$ cat config.mk
export PLATFORM = sky130hd
export DESIGN_NAME = instr_trace_buffer
export DESIGN_NICKNAME = d
export VERILOG_FILES = /design/src/rtl/instr_trace_buffer.sv
export SDC_FILE = /design/constraint.sdc
export NUM_CORES = 1
export LEC_CHECK = 0
export CORE_ASPECT_RATIO = 0.75
export CORE_MARGIN = 2
export CORE_UTILIZATION = 27
export CTS_CLUSTER_DIAMETER = 200
export DETAILED_ROUTE_END_ITERATION = 6
export PLACE_DENSITY = 0.39
export SLEW_MARGIN = 20
export SYNTH_ARGS = -nofsm -noshare
export SYNTH_HDL_FRONTEND = slang
export SYNTH_SLANG_ARGS = --single-unit
$ cat constraint.sdc
create_clock -name clock -period 9.8 [get_ports clock]
set_input_delay 1.96 -clock clock [delete_from_list [all_inputs] [get_ports clock]]
set_output_delay 1.96 -clock clock [all_outputs]
set_load 0.01 [all_outputs]
$ cat src/rtl/instr_trace_buffer.sv
// Instruction trace capture: circular buffer of {ts, pc, instr} frozen by an
// immediate or masked-match trigger, read back oldest-first.
module instr_trace_buffer #(
  parameter int INSTR_WIDTH = 32,
  parameter int PC_WIDTH    = 16,
  parameter int TS_WIDTH    = 16,
  parameter int DEPTH       = 16,
  localparam int AW = $clog2(DEPTH),
  localparam int EW = TS_WIDTH + PC_WIDTH + INSTR_WIDTH
) (
  input  logic                   clock,
  input  logic                   reset,
  input  logic                   instr_valid,
  input  logic [INSTR_WIDTH-1:0] instruction,
  input  logic [PC_WIDTH-1:0]    pc,
  input  logic                   arm,
  input  logic                   trig_mode,
  input  logic [INSTR_WIDTH-1:0] trig_value,
  input  logic [INSTR_WIDTH-1:0] trig_mask,
  input  logic [AW-1:0]          post_count,
  input  logic [AW-1:0]          rd_addr,
  output logic [EW-1:0]          rd_data,
  output logic [1:0]             state,
  output logic                   done,
  output logic [AW:0]            entry_count,
  output logic [AW-1:0]          trig_index
);

  typedef enum logic [1:0] {
    S_IDLE = 2'd0,
    S_PRE  = 2'd1,
    S_POST = 2'd2,
    S_DONE = 2'd3
  } st_t;

  st_t state_q, state_d;

  logic [EW-1:0]          mem [DEPTH];
  logic [TS_WIDTH-1:0]    ts_q;
  logic [AW-1:0]          wr_ptr_q;
  logic [AW:0]            count_q;
  logic [AW-1:0]          remaining_q;
  logic                   pending_q;
  logic [AW-1:0]          post_q;
  logic [INSTR_WIDTH-1:0] value_q;
  logic [INSTR_WIDTH-1:0] mask_q;
  logic [AW-1:0]          tidx_q;

  logic          capturing;
  logic          wr_en;
  logic          match;
  logic [AW:0]   count_inc;
  logic [AW:0]   tidx_full;
  logic [AW-1:0] start;
  logic [AW-1:0] phys;
  logic          rd_hit;

  assign capturing = (state_q == S_PRE) || (state_q == S_POST);
  assign wr_en     = capturing && instr_valid && !arm;
  assign match     = (state_q == S_PRE) && instr_valid &&
                     (((instruction ^ value_q) & mask_q) == '0);
  assign count_inc = (count_q == (AW+1)'(DEPTH)) ? count_q : count_q + (AW+1)'(1);
  assign tidx_full = count_inc - (AW+1)'(1) - {1'b0, post_q};
  assign start     = (count_q == (AW+1)'(DEPTH)) ? wr_ptr_q : '0;
  assign phys      = start + rd_addr;
  assign rd_hit    = (state_q == S_DONE) && ({1'b0, rd_addr} < count_q);

  always_ff @(posedge clock) begin
    if (reset) state_q <= S_IDLE;
    else       state_q <= state_d;
  end

  // In immediate mode the trigger entry is the first POST write; pending
  // marks it so it does not consume one of the post_count slots.
  always_comb begin
    state_d = state_q;
    if (arm) begin
      state_d = trig_mode ? S_PRE : S_POST;
    end else begin
      case (state_q)
        S_PRE:  if (match) state_d = (post_q == '0) ? S_DONE : S_POST;
        S_POST: if (instr_valid) begin
                  if (pending_q ? (remaining_q == '0) : (remaining_q == AW'(1)))
                    state_d = S_DONE;
                end
        default: state_d = state_q;
      endcase
    end
  end

  always_comb begin
    state       = state_q;
    done        = (state_q == S_DONE);
    entry_count = count_q;
    trig_index  = tidx_q;
  end

  always_ff @(posedge clock) begin
    if (reset) begin
      ts_q        <= '0;
      wr_ptr_q    <= '0;
      count_q     <= '0;
      remaining_q <= '0;
      pending_q   <= 1'b0;
      post_q      <= '0;
      value_q     <= '0;
      mask_q      <= '0;
      tidx_q      <= '0;
      rd_data     <= '0;
    end else begin
      ts_q <= ts_q + TS_WIDTH'(1);
      if (arm) begin
        wr_ptr_q    <= '0;
        count_q     <= '0;
        post_q      <= post_count;
        value_q     <= trig_value;
        mask_q      <= trig_mask;
        remaining_q <= post_count;
        pending_q   <= !trig_mode;
      end else if (wr_en) begin
        wr_ptr_q <= wr_ptr_q + AW'(1);
        count_q  <= count_inc;
        if (match) begin
          remaining_q <= post_q;
        end else if (state_q == S_POST) begin
          if (pending_q) pending_q   <= 1'b0;
          else           remaining_q <= remaining_q - AW'(1);
        end
      end
      if (state_q != S_DONE && state_d == S_DONE)
        tidx_q <= tidx_full[AW-1:0];
      rd_data <= rd_hit ? mem[phys] : '0;
    end
  end

  always_ff @(posedge clock) begin
    if (wr_en) mem[wr_ptr_q] <= {ts_q, pc, instruction};
  end

endmodule

==> summary.txt, run 1 <==
Critical path
  – Crit path max-delay family: buffers and inverters
  – Sum of buffers and inverters on the critical path: 3
  – CP Class: primary input to flip-flop
  – CP max-delay cell: fa_4
  – Worst path max stage delay: 1.22 ns
  – Worst path arrival time: 5.92 ns
  – CP Cell Sequence: clkdlybuf4s50_1 > ha_4 > inv_1 > fa_4 > buf_4 > mux4_2 > nor2b_1 > a211oi_1 > a211oi_1
  – Req. time, crit path: between 10 and 15 ns
  – Top fanout value on the critical path: 62
  – Most common cell on crit path: a211oi_1
  – Worst setup SP type: primary input
  – Critical Path End Type: flip-flop

Pwr
  – Static Leakage: 17.42 nW
  – Peak VDD IR: 0.1632 mV
  – Total power divided by cell area: 200.7 nW/um2

Die
  – Ports: 201
  – DIE AREA: roughly 170000 um2
  – Width of the chip: 477.4 um
  – Core ar.: 167200 um2
  – Die height: approximately 360 um
  – Floorplan row count: 130
  – Initial Util: 0.2714

Placement
  – Routability cong.: a little over 0.7
  – Final HPWL DP: 67440 um
  – Pre-CTS setup slack: 3.610 ns
  – Number of I/O port buffers: 200
  – Placed Area: roughly 50000 um2

Logic synthesis
  – Syn Nets: between 2000 and 2500
  – Cell variety after synth: 52
  – Sequential-to-total area share from yosys stat: 0.7516
  – Synth Register Bits: 1192
  – Post-Syn Area: around 45000 um2
  – Largest cells by area after synthesis: edfxtp_1, mux4_2, dfxtp_1
  – Largest area contributor in the netlist: edfxtp_1
  – Synthesis Warnings: 0
  – Syn Inst Count: 2270
  – Area share of the leading cell type in the synthesized netlist: 0.6775
  – Avg Synthesized Cell Area: 19.99 um2

STA
  – Clock skew: approximately 0.026 ns
  – Tmin final: approximately 5.3 ns
  – TNS Setup: 0 ns
  – Min setup slack post-route: around 4.5 ns
  – Measured slew at the worst slew-check pin: ~1.1 ns
  – RSZ-0062 raised after global routing: false
  – Fmax: between 0.15 and 0.2 GHz
  – Setup violations, final: 0
  – Tcrit/Tclk final: 0.5446
  – Count of final hold-check violations: 0
  – Final slew viol count: 0
  – Slew Limit Headroom: 0.2607

GRT
  – Initial antenna violation count: 19
  – Vias in the first global route: around 25000
  – All-layer global routing usage: 0.1461
  – Largest net degree at the start of global routing: 140
  – Remaining global-route overflow: 0
  – First-pass GRT wire length: 179300 um

Layout
  – Layout Nets: 2678
  – Layout cells sized above 1: 0.2029
  – Core Util, Final: 0.3263
  – Final Cell Area: 54550 um2
  – P&R area growth vs syn: 20.20%

CTS
  – Clock slew at reported path FFs: 0.06 ns
  – CTS Hold Bufs: 0
  – Clock Path Buffers: 3
  – CTS tree: yes
  – Post_cts resized: 0
  – Max H-tree Level: 4
  – Root Driver: clkbuf_16
  – Clock Sink Count: 1192
  – Cts bufs inserted: about 130
  – Worst-Skew Late Latency: 0.77 ns
  – Postcts setup bufs: 0

Drt
  – TritonRoute pass-1 iters: 5
  – Initial DRC count: between 1500 and 2000
  – Routed vias: 22600
  – DRC: 0
  – Vias per inst: 4.626
  – Wire length per cell: 25.64 um
  – Final WL: 125300 um
  – Post-route ant nets: 0

Worst hold path
  – HP Class: flip-flop to flip-flop

Status
  – Status: completed

Job
  – Max cap viols: 0
-- cell families (layout without fill, tap and decap cells) --
kind of cell	Yosys count	in the layout	synth area share
buf+inv	147	514	0.01345
other cells	0	4	0
simple gates	251	251	0.02743
mux	387	387	0.1560
compound gates	212	212	0.03361
xor+xnor	57	57	0.01100
flops	1192	1192	0.7516
fa+ha+maj	24	24	0.006947
-- layout by cell type, fill, tap and decap left out, types with 26 or more instances in the layout --
cell	count
clkbuf_1	38
mux4_2	256
nor2_1	94
a211oi_1	132
dfxtp_1	168
clkbuf_16	137
nand2_1	26
mux2i_1	130
buf_4	45
xor2_1	45
clkdlybuf4s50_1	198
nor2b_1	68
edfxtp_1	1024
-- worst reg2reg max path, delay by kind of cell (launching register included) --
| family | cells | cell delay (ns) |
|---|---|---|
| muxes | 1 | 0.44 |
| DFF | 1 | 0.38 |
| and+or+nand+nor | 3 | 0.79 |
| buffers and inverters | 3 | 1.14 |
| AOI/OAI and AO/OA | 2 | 0.45 |
| adders and majority gates | 3 | 1.53 |
-- path summary, 6_finish.rpt --
kind	startpoint	depth (start not counted)	slack [ns]	end
max	rd_addr[0]	9	4.46	rd_data[18]$_SDFF_PP0_
min	trig_index[2]$_SDFFE_PP0P_	2	0.50	trig_index[2]$_SDFFE_PP0P_
max reg2reg	entry_count[1]$_SDFFE_PP0P_	12	4.90	rd_data[18]$_SDFF_PP0_
min reg2reg	trig_index[2]$_SDFFE_PP0P_	2	0.50	trig_index[2]$_SDFFE_PP0P_
-- area by class of cell --
| type | count | area, um2 |
|---|---|---|
| Sequential cell | 1192 | 34110 |
| Clock inverter | 60 | 600.6 |
| Fill cell | 15970 | 112700 |
| Tap cell | 2244 | 2808 |
| Timing Repair Buffer | 249 | 2440 |
| Antenna cell | 4 | 10.01 |
| Multi-Input combinational cell | 931 | 10830 |
| Inverter | 23 | 86.33 |
| Clock buffer | 182 | 3667 |
-- registers in the layout, summed over array words and instances, names as in the netlist --
signal and cells:
pending_q 1, rd_data 64, wr_ptr_q 4, ts_q 16
mask_q 32, trig_index 4, value_q 32, entry_count 5
state 2, mem 1024, post_q 4, remaining_q 4
-- cell usage after synthesis (all sizes together) --
| cell | number |
|---|---|
| ha | 22 |
| a311oi | 1 |
| o22ai | 1 |
| or2 | 2 |
| nor2 | 107 |
| or4 | 1 |
| edfxtp | 1024 |
| a22oi | 15 |
| nand4 | 9 |
| clkbuf | 70 |
| nand2 | 27 |
| a21oi | 24 |
| a21boi | 1 |
| nand2b | 3 |
| or3 | 7 |
| and3 | 3 |
| a2111o | 2 |
| a31oi | 5 |
| xor2 | 46 |
| o31ai | 1 |
| o21ba | 1 |
| and4 | 1 |
| mux4 | 256 |
| nor4 | 1 |
| mux2 | 1 |
| nand3 | 12 |
| buf | 54 |
| nor3 | 8 |
| mux2i | 130 |
| dfxtp | 168 |
| a31o | 2 |
| o21ai | 17 |
| fa | 2 |
| xnor2 | 11 |
| a21o | 3 |
| and2 | 2 |
| a41oi | 1 |
| o211ai | 4 |
| nor2b | 68 |
| a221oi | 2 |
| a211oi | 132 |
| inv | 23 |
-- metrics by stage --
| stage | instances | hold slack [ns] | total power [W] |
|---|---|---|---|
| after global routing | 4884 | 0.5190 | 0.01135 |
| after CTS | 4881 | 0.4979 | 0.01113 |
| after global placement | 4639 | 0.4734 | 0.006156 |
| after floorplan | 2270 | 0.4581 | 0.005945 |
| final | 4885 | 0.4965 | 0.01095 |
| after detailed placement | 4639 | 0.4783 | 0.006165 |
-- metal layers --
layer | vias to the layer above | track usage | share of wire
met3 | 182 | 0.03083 | 0.051
li1 | 9778 | - | -
met1 | 12070 | 0.2024 | 0.46
met5 | - | 0 | 0.00092
met2 | 549 | 0.2311 | 0.46
met4 | 18 | 0.04201 | 0.021
-- power breakdown --
group / leakage (nW) / switching, W / internal [W]
logic: 4.71 / 0.000279 / 0.000220
registers: 10.6 / 0.0000225 / 0.00552
clock network: 2.07 / 0.00203 / 0.00287
Power figures use the tool's default switching activity.
==> run 2, diff against run 1 <==
--- a/config.mk
+++ b/config.mk
@@ -10,7 +10,7 @@
 export CORE_UTILIZATION = 27
 export CTS_CLUSTER_DIAMETER = 200
 export DETAILED_ROUTE_END_ITERATION = 6
-export PLACE_DENSITY = 0.39
+export PLACE_DENSITY = 0.4
 export SLEW_MARGIN = 20
 export SYNTH_ARGS = -nofsm -noshare
 export SYNTH_HDL_FRONTEND = slang
==> constraint.sdc (replaced) <==
create_clock -name clock -period 4.5 [get_ports clock]
set_input_delay 0.9 -clock clock [delete_from_list [all_inputs] [get_ports clock]]
set_output_delay 0.9 -clock clock [all_outputs]
set_load 0.01 [all_outputs]
==> summary.txt, run 2 (synthesis results as in run 1) <==
Die
  – Floorplan row count: 130
  – Initial Util: 0.2714
  – Ports: between 200 and 250
  – DIE AREA: about 170000 um2
  – Width of the chip: 477.4 um
  – Die height: 359.1 um
  – Core ar.: between 150000 and 200000 um2

Critical path
  – Req. time, crit path: 5.11 ns
  – R2r startpoint: entry_count[1]$_SDFFE_PP0P_
  – CP Class: flip-flop to flip-flop
  – R2R setup slack: 0.68 ns
  – Top fanout value on the critical path: 39
  – Worst path arrival time: around 4.4 ns
  – Critical Path End Type: flip-flop
  – Worst r2r path cells: 13
  – R2R Path End: rd_data[34]$_SDFF_PP0_
  – Worst setup SP type: flip-flop

GRT
  – Largest net degree at the start of global routing: 84
  – Remaining global-route overflow: 0
  – Vias in the first global route: 24220
  – Initial antenna violation count: 14
  – All-layer global routing usage: 0.1455
  – First-pass GRT wire length: 179300 um

Status
  – Status: completed

Pwr
  – Peak VDD IR: 0.3354 mV
  – Static Leakage: 18.12 nW
  – Total power divided by cell area: approximately 430 nW/um2
  – Comb pwr share: 0.048
  – Clk pwr share: 0.445
  – Sw power: 0.005122 W
  – Int Pwr: ~0.019 W
  – Sw frac: 0.2147
  – Seq pwr share: 0.506

Layout
  – Layout cells sized above 1: 0.2364
  – Commonest non-fill, non-tap cell in the layout: edfxtp_1
  – Commonest cells after routing, fill and taps aside: edfxtp_1, mux4_2, clkdlybuf4s50_1, dfxtp_1, clkbuf_16
  – Fin cells: ~5000
  – Layout Nets: 2782
  – P&R area growth vs syn: 23.44%
  – Register area: 34110 um2
  – Largest register by flop count: mem
  – Largest regs: mem: 1024 flops, rd_data: 64 flops
  – Multi-input gate area: 10860 um2
  – Fill count: 15960
  – Max reg flops: 1024

Drt
  – Post-route ant nets: 0
  – DRC: 0
  – Vias per inst: 4.588
  – Routed vias: 22890
  – Initial DRC count: 1901
  – Wire length per cell: 25.13 um
  – Final WL: 125300 um
  – TritonRoute pass-1 iters: 6

CTS
  – Cts bufs inserted: 132
  – CTS Hold Bufs: 0
  – Clock Sink Count: between 1000 and 1500
  – Root Driver: clkbuf_16
  – Postcts setup bufs: 0
  – Clock slew at reported path FFs: 0.06 ns
  – Max H-tree Level: 4
  – Post_cts resized: 0
  – Worst-Skew Late Latency: 0.77 ns
  – CTS tree: yes
  – Clock Path Buffers: 3

STA
  – Final slew viol count: 0
  – Slew Limit Headroom: 0.3053
  – Tcrit/Tclk final: 0.8488
  – Measured slew at the worst slew-check pin: 1.038 ns
  – Tmin final: ~3.8 ns
  – Hold_ws: roughly 0.48 ns
  – Clock skew: 0.02176 ns
  – RSZ-0062 raised after global routing: false
  – Fmax: 0.2618 GHz
  – TNS Setup: 0 ns
  – Count of final hold-check violations: 0
  – Setup violations, final: 0

Placement
  – Number of I/O port buffers: 200
  – Placed instance count: 4743
  – Routability cong.: 0.7226
  – Final HPWL DP: 74760 um

Job
  – Max cap viols: 0

Worst hold path
  – Min-delay src: reset
  – Hold endpoint: trig_index[2]$_SDFFE_PP0P_
  – HP Class: primary input to flip-flop
  – Worst Hold Depth: 2
run 2: worst max path at each step:
stage                                 from                     end  slack (ns)
5_1_grt        entry_count[0]$_SDFFE_PP0P_  rd_data[34]$_SDFF_PP0_        0.48
3_3_place_gp                    rd_addr[0]  rd_data[13]$_SDFF_PP0_        0.42
6_report       entry_count[1]$_SDFFE_PP0P_  rd_data[34]$_SDFF_PP0_        0.68
2_1_floorplan          state[0]$_SDFF_PP0_    mem[15][0]$_DFFE_PP_       -0.30
4_1_cts        entry_count[0]$_SDFFE_PP0P_  rd_data[34]$_SDFF_PP0_        0.62
3_5_place_dp                    rd_addr[0]  rd_data[13]$_SDFF_PP0_        0.40
run 2: layout make-up:
type | instances | area share
Sequential cell | 1192 | 0.6089
Multi-Input combinational cell | 931 | 0.1938
Timing Repair Buffer | 353 | 0.06954
Clock buffer | 174 | 0.06572
Tap cell | 2244 | 0.05011
Clock inverter | 68 | 0.01032
Inverter | 23 | 0.001541
Antenna cell | 3 | 0.0001340
run 2: critical path, stage by stage, from the launching register on:
cell and delay [ns]:
dfxtp_1 0.37, inv_1 0.11, ha_1 0.15, and4_1 0.35
and2_1 0.21, ha_4 0.14, inv_1 0.05, fa_4 0.84
buf_12 0.22, buf_12 0.30, mux4_2 0.34, nor2b_1 0.15
a211oi_1 0.28, a211oi_1 0.09
run 2: power by group through the flow:
| stage | sequential, W | combinational [W] | clock (W) |
|---|---|---|---|
| final | 0.0121 | 0.00115 | 0.0106 |
| after global routing | 0.0121 | 0.00126 | 0.0114 |
| after CTS | 0.0121 | 0.00119 | 0.0110 |
| after detailed placement | 0.0123 | 0.00118 | 0 |
| after global placement | 0.0123 | 0.00117 | 0 |
| after floorplan | 0.0123 | 0.000650 | 0 |
run 2: through the flow:
step | total power [W] | cell area [um2] | util | worst slack [ns]
floorplan | 0.01295 | 45410 | - | -0.2978
global placement | 0.01347 | 51760 | 0.3095 | 0.4225
detailed placement | 0.01349 | 51760 | 0.3095 | 0.3956
CTS | 0.02427 | 56020 | 0.3350 | 0.6203
global route | 0.02476 | 56020 | 0.3350 | 0.4779
finish | 0.02386 | 56030 | 0.3351 | 0.6803
run 2: metal layers:
layer  track usage  wire length [um]  part of all wire  up-vias
met1        0.2042             59140              0.47    12210
met3       0.03146              5967             0.048      173
met5             0               154            0.0012        -
met4       0.03661              2089             0.017       22
met2        0.2288             57990              0.46      490
li1              -                 -                 -     9993
